### src/rtl/tmds_rx_decode.sv
// tmds_rx_decode
//   Receive-side TMDS decoder. Takes one word-aligned 10-bit symbol per channel
//   per pixel clock and produces 8-bit RGB, DE, HSYNC/VSYNC. It also rebuilds the
//   pixel/line position with newline/newframe strobes and a line-width lock flag.
//   The pipeline has two register stages: input symbols, then decoded outputs.
//
// Ports
//   i_pixclk                 pixel clock, all logic on the rising edge
//   reset                    synchronous, active-high reset
//   i_TMDS_red/grn/blu [9:0] channel 2/1/0 symbols, bit 0 first-transmitted
//   o_red/o_grn/o_blu  [7:0] decoded pixel data, 0 outside active video
//   o_de                     active-video qualifier
//   o_hsync, o_vsync         blue-channel C0/C1, held through data periods
//   o_hcount, o_vcount       position of the current pixel (valid with o_de)
//   o_newline                one-cycle pulse after the last active pixel of a line
//   o_newframe               one-cycle pulse on the rising edge of decoded vsync
//   o_err                    one-cycle pulse when channels disagree on symbol class
//   o_locked                 LOCK_LINES consecutive lines of equal width seen
module tmds_rx_decode #(
  parameter int CW         = 12,
  parameter int LOCK_LINES = 4
) (
  input  logic          i_pixclk,
  input  logic          reset,
  input  logic [9:0]    i_TMDS_red,
  input  logic [9:0]    i_TMDS_grn,
  input  logic [9:0]    i_TMDS_blu,
  output logic [7:0]    o_red,
  output logic [7:0]    o_grn,
  output logic [7:0]    o_blu,
  output logic          o_de,
  output logic          o_hsync,
  output logic          o_vsync,
  output logic [CW-1:0] o_hcount,
  output logic [CW-1:0] o_vcount,
  output logic          o_newline,
  output logic          o_newframe,
  output logic          o_err,
  output logic          o_locked
);

  localparam logic [9:0] TOK_C00 = 10'b1101010100;
  localparam logic [9:0] TOK_C01 = 10'b0010101011;
  localparam logic [9:0] TOK_C10 = 10'b0101010100;
  localparam logic [9:0] TOK_C11 = 10'b1010101011;

  localparam logic [CW-1:0] CNT_ONE  = {{(CW-1){1'b0}}, 1'b1};
  localparam logic [CW-1:0] CNT_MAX  = {CW{1'b1}};
  localparam logic [3:0]    LOCK_TGT = 4'(LOCK_LINES);

  function automatic logic is_ctrl(input logic [9:0] q);
    return (q == TOK_C00) || (q == TOK_C01) || (q == TOK_C10) || (q == TOK_C11);
  endfunction

  // Returns {C1, C0}; only meaningful when is_ctrl(q) is true.
  function automatic logic [1:0] ctrl_code(input logic [9:0] q);
    logic [1:0] c;
    case (q)
      TOK_C01: c = 2'b01;
      TOK_C10: c = 2'b10;
      TOK_C11: c = 2'b11;
      default: c = 2'b00;
    endcase
    return c;
  endfunction

  // Undo the optional inversion (q[9]), then the XOR/XNOR chain selected by q[8].
  function automatic logic [7:0] tmds_decode(input logic [9:0] q);
    logic [7:0] d;
    logic [7:0] o;
    d    = q[9] ? ~q[7:0] : q[7:0];
    o[0] = d[0];
    for (int i = 1; i < 8; i++) begin
      o[i] = q[8] ? (d[i] ^ d[i-1]) : ~(d[i] ^ d[i-1]);
    end
    return o;
  endfunction

  // Stage 1: captured symbols. sym_vld stays low for the first edge after reset
  // so the cleared pipeline contents are never decoded as real data.
  logic [9:0] sym_red;
  logic [9:0] sym_grn;
  logic [9:0] sym_blu;
  logic       sym_vld;

  always_ff @(posedge i_pixclk) begin
    if (reset) begin
      sym_red <= '0;
      sym_grn <= '0;
      sym_blu <= '0;
      sym_vld <= 1'b0;
    end else begin
      sym_red <= i_TMDS_red;
      sym_grn <= i_TMDS_grn;
      sym_blu <= i_TMDS_blu;
      sym_vld <= 1'b1;
    end
  end

  // Stage 2: classification, decode, position tracking and lock.
  logic          ctl_red;
  logic          ctl_grn;
  logic          ctl_blu;
  logic          all_ctl;
  logic          no_ctl;
  logic [1:0]    blu_code;
  logic          de_nxt;
  logic          err_nxt;
  logic          hsync_nxt;
  logic          vsync_nxt;
  logic          newline_nxt;
  logic          newframe_nxt;
  logic [7:0]    red_nxt;
  logic [7:0]    grn_nxt;
  logic [7:0]    blu_nxt;
  logic [CW-1:0] hcount_nxt;
  logic [CW-1:0] vcount_nxt;
  logic [CW-1:0] line_width;
  logic [CW-1:0] width_q;
  logic [CW-1:0] width_nxt;
  logic [3:0]    match_cnt;
  logic [3:0]    match_nxt;
  logic          locked_nxt;

  always_comb begin
    ctl_red  = is_ctrl(sym_red);
    ctl_grn  = is_ctrl(sym_grn);
    ctl_blu  = is_ctrl(sym_blu);
    all_ctl  = ctl_red & ctl_grn & ctl_blu;
    no_ctl   = ~(ctl_red | ctl_grn | ctl_blu);
    blu_code = ctrl_code(sym_blu);

    de_nxt  = sym_vld & no_ctl;
    err_nxt = sym_vld & ~all_ctl & ~no_ctl;

    // Syncs only move on a clean all-control cycle; data and mixed cycles hold.
    hsync_nxt = o_hsync;
    vsync_nxt = o_vsync;
    if (sym_vld && all_ctl) begin
      hsync_nxt = blu_code[0];
      vsync_nxt = blu_code[1];
    end

    red_nxt = de_nxt ? tmds_decode(sym_red) : 8'h00;
    grn_nxt = de_nxt ? tmds_decode(sym_grn) : 8'h00;
    blu_nxt = de_nxt ? tmds_decode(sym_blu) : 8'h00;

    newline_nxt  = o_de & ~de_nxt;
    newframe_nxt = vsync_nxt & ~o_vsync;

    hcount_nxt = o_hcount;
    if (de_nxt) begin
      if (!o_de) begin
        hcount_nxt = '0;
      end else if (o_hcount != CNT_MAX) begin
        hcount_nxt = o_hcount + CNT_ONE;
      end
    end

    vcount_nxt = o_vcount;
    if (newframe_nxt) begin
      vcount_nxt = '0;
    end else if (newline_nxt && (o_vcount != CNT_MAX)) begin
      vcount_nxt = o_vcount + CNT_ONE;
    end

    // o_hcount still holds the last active pixel index during the newline cycle.
    line_width = o_hcount + CNT_ONE;
    width_nxt  = width_q;
    match_nxt  = match_cnt;
    locked_nxt = o_locked;
    if (newline_nxt) begin
      if (line_width == width_q) begin
        if (match_cnt < LOCK_TGT) begin
          match_nxt = match_cnt + 4'd1;
        end
        locked_nxt = (match_nxt == LOCK_TGT);
      end else begin
        width_nxt  = line_width;
        match_nxt  = 4'd1;
        locked_nxt = 1'b0;
      end
    end
  end

  always_ff @(posedge i_pixclk) begin
    if (reset) begin
      o_red      <= '0;
      o_grn      <= '0;
      o_blu      <= '0;
      o_de       <= 1'b0;
      o_hsync    <= 1'b0;
      o_vsync    <= 1'b0;
      o_hcount   <= '0;
      o_vcount   <= '0;
      o_newline  <= 1'b0;
      o_newframe <= 1'b0;
      o_err      <= 1'b0;
      o_locked   <= 1'b0;
      width_q    <= '0;
      match_cnt  <= '0;
    end else begin
      o_red      <= red_nxt;
      o_grn      <= grn_nxt;
      o_blu      <= blu_nxt;
      o_de       <= de_nxt;
      o_hsync    <= hsync_nxt;
      o_vsync    <= vsync_nxt;
      o_hcount   <= hcount_nxt;
      o_vcount   <= vcount_nxt;
      o_newline  <= newline_nxt;
      o_newframe <= newframe_nxt;
      o_err      <= err_nxt;
      o_locked   <= locked_nxt;
      width_q    <= width_nxt;
      match_cnt  <= match_nxt;
    end
  end

endmodule
### config.mk
export PLATFORM = sky130hd
export DESIGN_NAME = tmds_rx_decode
export DESIGN_NICKNAME = d
export VERILOG_FILES = /design/src/rtl/tmds_rx_decode.sv
export SDC_FILE = /design/constraint.sdc
export NUM_CORES = 1
export LEC_CHECK = 0
export CORE_AREA = 4 4 112 114
export CTS_CLUSTER_DIAMETER = 100
export DETAILED_ROUTE_END_ITERATION = 7
export DIE_AREA = 0 0 116 118
export PLACE_DENSITY_LB_ADDON = 0.3
export SLEW_MARGIN = 20
export SYNTH_ARGS = -nofsm -noshare
export SYNTH_HDL_FRONTEND = slang
export SYNTH_SLANG_ARGS = --single-unit
### constraint.sdc
create_clock -name i_pixclk -period 7.2 [get_ports i_pixclk]
set_input_delay 2.16 -clock i_pixclk [delete_from_list [all_inputs] [get_ports i_pixclk]]
set_output_delay 2.16 -clock i_pixclk [all_outputs]
set_load 0.02 [all_outputs]
==> metrics.md <==
| Metric | Value |
|---|---|
| # diodes | `0` |
| Starting density of the core | `39.8%` |
| Cell taking the most area after synthesis | `dfxtp_1` |
| Fillers | `about 1100` |
| Nets | `~600` |
| Antenna violations before repair | `0` |
| Setup CP Type | `register to output pin` |
| Final WL | `10100 um` |
| Worst EP required | `a little over 5 ns` |
| Top_reg_cell synth | `dfxtp_1` |
| Post-synth net total | `529` |
| Hold buffers post-CTS | `0` |
| Vias/cell | `between 5 and 6` |
| Data arrival, critical path | `1.72 ns` |
| Clock share of power | `38.8%` |
| Final setup violation count | `0` |
| Largest net degree at the start of global routing | `65` |
| CP Depth | `1` |
| Die W | `116 um` |
| Yosys cell types | `55` |
| RR Startpoint | `o_hcount[0]` |
| Sw Ratio | `24.7%` |
| Worst Tran Pin Value | `1.06 ns` |
| DR pass1 iterations | `4` |
| Resized Gates After CTS | `0` |
| Sequential Power Share | `50.5%` |
| Combinational Power Share | `around a tenth` |
| Maximum root-to-sink buffer count | `2` |
| Via count | `around 3600` |
| Synth warnings | `0` |
| Unrepaired setup endpoints after global routing | `false` |
| Multi-input gate area | `2330 um2` |
| Post-synth EDFFs | `0` |
| Ys async rst share | `0%` |
| Synthesized area per cell | `9.19 um2` |
| R2R cell count | `8` |
| Worst hold path depth | `2` |
| Count leader, synth | `dfxtp_1` |
| Pwr per Cell Area | `209 nW/um2` |
| Largest fanout on the critical path | `13` |
| Setup tns final | `0 ns` |
| Gr usage total | `15.2%` |
| Clock Latency Late Sink | `roughly 0.34 ns` |
| Buffer and inverter count on the worst path | `1` |
| Number of synthesized register bits | `102` |
| CP startpoint kind | `register` |
| Syn-to-layout area delta | `26.7%` |
| Area contributors post-synth | `dfxtp_1, xnor2_1, nor2b_1` |
| CTS Root Cell | `clkbuf_16` |
| PortBufs | `between 80 and 90` |
| Status | `finished, final reports clean` |
| DIE AREA | `13700 um2` |
| Vias in the first global route | `approximately 3500` |
| Peak supply drop | `0.0000960 V` |
| Fraction of layout cells with a size suffix above 1 | `5.81%` |
| Worst path cell trace | `clkdlybuf4s50_1` |
| Synthesized instance count | `494` |
| Worst Hold Class | `register to register` |
| Core area | `11400 um2` |
| CTS buffer count | `9` |
| Top-area cell type share of the netlist area | `between 40 and 50%` |
| LEAKAGE | `1.99 nW` |
| Clock slew at reported path FFs | `0.07 ns` |
| CTS sink cnt | `102` |
| Register area share after synthesis | `45.0%` |
| Number of H-tree levels | `3` |
| Post-CTS Setup Inserts | `0` |
| Hold Startpoint | `o_locked` |
| Grt ovf | `0` |
| Crit path time final | `around 3.9 ns` |
| Max_cap viols | `0` |
| Slowest CP cell | `clkdlybuf4s50_1` |
| DP Worst Slack | `3.36 ns` |
| Die height | `between 100 and 150 um` |
| Clock tree from TritonCTS | `built` |
| Net Switching | `0.297 mW` |
| Register area | `2040 um2` |
| Io pins | `87` |
| Avg WL per Cell | `roughly 14 um` |
| Final hold violations | `0` |
| Post-DP HPWL | `7200 um` |
| Top cells by count, synth | `dfxtp_1, nor2_1, xnor2_1` |
| Layout Skew | `0.0104 ns` |
| CP startpoint | `o_de` |
| Row cnt | `39` |
| Internal power | `0.905 mW` |
| Slowest stage delay, CP | `0.74 ns` |
| Final WS setup | `3.32 ns` |
| DRC | `0` |
| Worst R2R End | `o_locked` |
| Critical Path End | `o_de` |
| First-pass GRT wire length | `17000 um` |
| Reg2reg setup slack | `3.94 ns` |
| Critical path's top delay family | `buffers and inverters` |
| Nature of the critical path endpoint | `output pin` |
| F_max | `0.258 GHz` |
| Gp weighted congestion | `0.870` |
| Pwr Total | `roughly 1.2 mW` |
| Final ANT Viol Nets | `0` |
| Mapped Area | `4540 um2` |
| Count of pins over their slew limit | `0` |
| Final period utilization | `a little over half` |
| Worst relative slew slack | `29.1%` |
| DR iter-0 viols | `about 160` |
worst min path at each step:
stage / endpoint / slack [ns]
after floorplan: match_cnt[3] / 0.45
after global placement: o_locked / 0.44
after detailed placement: o_locked / 0.45
after CTS: o_locked / 0.46
after global routing: o_locked / 0.51
final: o_locked / 0.46
flip-flops by register name (all words and copies together), names as in the netlist:
name	flops
match_cnt	4
o_blu	8
o_de	1
o_err	1
o_grn	8
o_hcount	12
o_hsync	1
o_locked	1
o_newframe	1
o_newline	1
o_red	8
o_vcount	12
o_vsync	1
sym_blu	10
sym_grn	10
sym_red	10
sym_vld	1
width_q	12
cell type report:
cell class	instances	share of cell area [%]
clock buffers	10	4.15
repair buffers	88	15.1
inverters	11	0.718
well taps	143	3.11
flip-flops and latches	102	35.5
clock inverters	6	0.914
multi-input cells	351	40.5
cell usage in the layout, fill, tap and decap left out, types with 9 or more instances in the layout:
cell,count
a21oi_1,36
clkdlybuf4s50_1,85
dfxtp_1,102
xnor2_1,47
nand3_1,17
clkbuf_16,9
or3_1,9
xor2_1,15
nand2_1,19
nor2_1,50
inv_1,11
o21ai_0,21
nor2b_1,35
a211oi_1,10
nand4_1,9
layer usage:
layer	wire, um	vias up	global-route usage (%)
li1	-	1842	-
met1	4560	1680	19.4
met2	4720	105	24.2
met3	579	18	3.34
met4	219	0	6.67
met5	0	-	0
power groups by stage:
stage	Sequential (mW)	Combinational [mW]	Clock, mW
3_3_place_gp	0.620	0.127	0
4_1_cts	0.608	0.130	0.475
6_report	0.608	0.128	0.466
3_5_place_dp	0.621	0.129	0
5_1_grt	0.611	0.140	0.499
2_1_floorplan	0.626	0.0727	0
per-stage QoR:
stage | hold WS (ns) | util (%) | std cells | cell area [um2]
floorplan | 0.445 | - | 494 | 4540
global placement | 0.444 | 47.8 | 695 | 5460
detailed placement | 0.453 | 47.8 | 695 | 5460
CTS | 0.462 | 50.4 | 711 | 5750
global route | 0.507 | 50.4 | 711 | 5750
finish | 0.457 | 50.4 | 711 | 5750
logic make-up after synthesis:
kind of cell	Yosys count	synth area share [%]
and+or+nand+nor	194	24.2
DFF	102	45.0
AOI/OAI and AO/OA	86	12.0
xor gates and xnor gates	65	13.4
buffers and inverters	41	3.91
muxes	3	0.662
adders and majority gates	3	0.827
Power figures use the tool's default switching activity.
==> RTL change 1, RTL diff (same flow settings) <==
Remove the register `o_grn`: a continuous assignment takes its place, so the output `o_grn` follows one clock earlier.
--- a/src/rtl/tmds_rx_decode.sv
+++ b/src/rtl/tmds_rx_decode.sv
@@ -186,7 +186,6 @@
   always_ff @(posedge i_pixclk) begin
     if (reset) begin
       o_red      <= '0;
-      o_grn      <= '0;
       o_blu      <= '0;
       o_de       <= 1'b0;
       o_hsync    <= 1'b0;
@@ -201,7 +200,6 @@
       match_cnt  <= '0;
     end else begin
       o_red      <= red_nxt;
-      o_grn      <= grn_nxt;
       o_blu      <= blu_nxt;
       o_de       <= de_nxt;
       o_hsync    <= hsync_nxt;
@@ -217,4 +215,6 @@
     end
   end
 
+  assign o_grn = grn_nxt;
+
 endmodule
Check against the original RTL: not equivalent (a bounded check fails within 4 cycles, from zero or initial values and one cycle with reset high).
==> RTL change 1 against the unedited design <==
- largest power group unchanged
- synthesized area down 7.0%
- power down 7.6%
- cell count down 4.8%
- routed wire length down 6.8%
- cell area down 5.7%
- sequential power down 9.0%
- core utilization down 2.9 points
- sequential share of layout area down 0.79 points
- clock skew down 1.8 ps
- sequential cell count down 8
- worst setup slack worse by 1100 ps
- critical endpoint is now o_grn[3]
==> RTL change 1: results (changes against the unedited design) <==
[finish]
drive_above_1_share=0.05056  ; -0.007537
final-instance-count-excl-fill=677  ; -4.8%
fin_nets=564  ; -5.7%

[critical_path]
crit_fanout=8  ; -5
worstPathArrival_ps=2780  ; +1060 ps
rrSetupSlack_ps=4150  ; +210 ps
crit_start=sym_blu[4]
r2r_end=width_q[3]
cp_slowest_stage_delay_ps=620  ; -120 ps
cp_top_family=simple AND/OR/NAND/NOR gates

[min_path]
hp-class=reg -> reg
holdPathEnd=o_err
whs_path_depth=1  ; -1
min-delay-start=sym_vld

[yosys]
yosysUniqueCellTypes=49  ; -11%
synth_xor_area_frac=0.1579  ; +0.02424
synthMuxAreaShare=0.03585  ; +0.02924
avgSynthCellArea_um2=9.322  ; +1.4%
synth_fa_ha_area_frac=0.008889  ; +0.0006199
seq_area_frac_synth=0.4456  ; -0.004205
netlist_top_cells_area=dfxtp_1 45%, xnor2_1 13%, nor2_1 5.8%
synth_compound_area_frac=0.06993  ; -0.05025
ys_top_cells_by_count=94 x dfxtp_1, 65 x nor2_1, 62 x xnor2_1
mappedNetlistNets=488  ; -7.8%
yosysWarnings=0  ; unchanged

[placed_design]
place_congestion=0.7996  ; -8.1%
hpwl_mm=6.750  ; -6.3%
dp.cells=661  ; -4.9%
placed_cell_area_um2=5155  ; -5.6%
io_buffers=86  ; unchanged
dp_worst_setup_slack_ps=2595  ; -762.1 ps

[clocking]
cts_resized=0  ; unchanged
clk_latency_ps=340  ; about the same
cts_buffer_depth=2  ; unchanged
numCtsBuffers=9  ; unchanged
clk_pin_slew_ps=70  ; about the same

[routing]
detail_route.wl_per_cell_um=13.88  ; -2.1%
vias=3325  ; -8.8%
drt_iter0_drc=126  ; -20%
drtPass1Iterations=4  ; unchanged

[sta]
hold_slack_ps=467.6  ; +10.75 ps
max_slew_margin=0.3513  ; +0.06043
skew_ps=8.657  ; -1.786 ps

[pwr]
peakVddDrop_uv=116.2  ; +21%
leakage_nw=1.934  ; -2.7%

[global_routing]
grt_pass1_wl_mm=15.99  ; -5.7%
grtUsageTotal=0.1443  ; -0.007224
grt_max_degree=61  ; -6.2%

[run_status]
status=complete, no violations

RTL change 1: cell types whose count changed in the layout (fill, tap and decap cells not counted), moves of 6 or more:
cell,unedited run,this run
xor2_1,15,9
mux2i_1,3,14
dfxtp_1,102,94
o21ai_0,21,10
a211oi_1,10,1
xnor2_1,47,62
a21oi_1,36,18
nor2_1,50,65
RTL change 1: how the worst max path moves through the flow:
stage,slack [ps],end
2_1_floorplan,3150,o_grn[0]
3_3_place_gp,2680,o_grn[7]
6_report,2260,o_grn[3]
3_5_place_dp,2590,o_grn[4]
4_1_cts,2210,o_grn[4]
5_1_grt,2080,o_grn[4]
RTL change 1: cells by family (layout without fill, tap and decap cells):
| kind of cell | after synthesis | in the layout |
|---|---|---|
| simple gates | 195 | 195 |
| flops | 94 | 94 |
| xor+xnor | 73 | 73 |
| compound gates | 44 | 44 |
| buf+inv | 29 | 110 |
| mux | 15 | 15 |
| fa+ha+maj | 3 | 3 |
RTL change 1: where the power goes:
group	switching [mW]	leakage, nW	internal, mW	total (mW)
logic	0.0586	1.04	0.0655	0.124
registers	0.0160	0.769	0.537	0.553
clock network	0.199	0.126	0.234	0.433
total	0.274	1.93	0.837	1.11
RTL change 1: metal layers:
layer  vias up  part of all wire  track usage
li1       1689                 -            -
met1      1548              0.46       0.1803
met2        70              0.47       0.2309
met3        18             0.052      0.03650
met4         0             0.022      0.06599
met5         -                 0            0
RTL change 1: layout make-up:
type / instances / area, um2
well taps: 143 / 178.9
clock buffers: 11 / 232.7
inverters: 7 / 26.28
fillers: 1105 / 5997
repair buffers: 87 / 863.3
flip-flops and latches: 94 / 1882
multi-input cells: 330 / 2205
clock inverters: 5 / 33.78
==> RTL change 2, RTL diff (config.mk and constraints unchanged) <==
Made on the original files. `CW`: 12 -> 18.
--- a/src/rtl/tmds_rx_decode.sv
+++ b/src/rtl/tmds_rx_decode.sv
@@ -17,7 +17,7 @@
 //   o_err                    one-cycle pulse when channels disagree on symbol class
 //   o_locked                 LOCK_LINES consecutive lines of equal width seen
 module tmds_rx_decode #(
-  parameter int CW         = 12,
+  parameter int CW         = 18,
   parameter int LOCK_LINES = 4
 ) (
   input  logic          i_pixclk,
Ports: changed (resized o_hcount and o_vcount); port bits go from 87 to 99. No check against the original RTL was run, so the function may have changed too.
==> RTL change 2 against the unedited design <==
- die area is the same
- sequential share of layout area shrank 1.6 points
- sequential cell count grew 18
- count of clock-buffer cells in the layout grew 11
- synthesized area grew 21%
- combinational power grew 13%
- routed wire length grew 37%
- cell area grew 23%
- power grew 39%
- global-route usage grew 5.5 points
- critical path depth grew 7
- critical path type is now reg -> reg
- first-iteration DRC count grew 130%
- critical endpoint is now width_q[3]
- worst setup slack lost 320 ps
==> RTL change 2: results (changes against the unedited design) <==
[sta]
worstMarginPinSlew_ps=880.0  ; -183.7 ps
skew_ps=13.90  ; +3.461 ps
hold_slack_ps=476.6  ; +19.69 ps
final_max_slew_viol_count=0  ; unchanged
fin_crit_ps=4200  ; +321.5 ps

[clocking]
cts_resized=0  ; unchanged
numCtsBuffers=17  ; +8
clk_pin_slew_ps=60
cts_buffer_depth=2  ; unchanged
clk_latency_ps=410  ; +70 ps
postCtsSetupBuffers=0  ; unchanged
htreeDepth=4  ; +1
root_buffer=clkbuf_16

[yosys]
synthCells=625  ; +27%
ys_top_cells_by_count=120 x dfxtp_1, 86 x nor2_1, 51 x xnor2_1
async_reset_ff_frac=0  ; unchanged
yosysUniqueCellTypes=57  ; +3.6%
yosysWarnings=0  ; unchanged
seq_area_frac_synth=0.4369  ; -0.01297
mappedNetlistNets=660  ; +25%
netlist_top_cells_area=dfxtp_1 44%, xnor2_1 8.1%, nor2_1 5.9%

[finish]
antenna_cells=0  ; unchanged
fin_nets=738  ; +23%
fillCellCount=967  ; -10%
drive_above_1_share=0.07153  ; +0.01343
largestRegisters=o_hcount x18, o_vcount x18, width_q x18

[routing]
drtPass1Iterations=6  ; +2
wl_mm=13.79  ; +37%
drt_iter0_drc=368  ; +130%
via_per_inst=5.579  ; +8.8%
vias=4776  ; +31%

[global_routing]
grtUsageTotal=0.2065  ; +0.05496
grt_max_degree=74  ; +14%
grt_pass1_vias=4574  ; +29%
antenna_found_initial=0  ; unchanged
grt_pass1_wl_mm=22.87  ; +35%

[min_path]
hp-class=reg -> reg

[placed_design]
io_buffers=98  ; +14%
hpwl_mm=9.546  ; +33%
dp.cells=827  ; +19%
place_congestion=0.9822  ; +13%
placed_cell_area_um2=6510  ; +19%
dp_worst_setup_slack_ps=2961  ; -395.6 ps

[critical_path]
cp_slowest_stage_delay_ps=940  ; +200 ps
cp_top_family=simple AND/OR/NAND/NOR gates
worstPathArrival_ps=4460  ; +2740 ps
slowest_stage=or4_1
crit_fanout=19  ; +6

[pwr]
p_per_area_nw_per_um2=235.5  ; +13%
leakage_nw=2.507  ; +26%
pg_seq_uw=712  ; +17%
power_switching_uw=375.7  ; +26%
peakVddDrop_uv=153.8  ; +60%
clkPwrFrac=0.487  ; +0.099

[run_status]
status=complete, no violations

RTL change 2: worst paths after layout:
path | startpoint | endpoint | depth (start not counted)
max reg2reg | o_hcount[3] | width_q[3] | 8
min | sym_red[9] | o_red[0] | 2
min reg2reg | sym_red[9] | o_red[0] | 2
max | o_hcount[3] | width_q[3] | 8
RTL change 2: layer usage:
layer  global-route usage  routed length (um)
met3              0.04936                 912
met2               0.3237                6491
met4              0.07542                 271
met1               0.2744                6114
met5                    0                   0
RTL change 2: kinds of logic after synthesis:
group           synth area share
flops                     0.4369
buf+inv                  0.03868
fa+ha+maj               0.006827
xor+xnor                  0.1258
simple gates              0.2619
compound gates            0.1245
mux                     0.005461
RTL change 2: area by class of cell:
class	count	area, um2	area share
clock inverters	8	98.84	0.01395
repair buffers	101	998.5	0.1409
multi-input cells	453	2902	0.4094
inverters	10	37.54	0.005296
well taps	143	178.9	0.02524
flip-flops and latches	120	2402	0.3389
clock buffers	21	470.5	0.06637
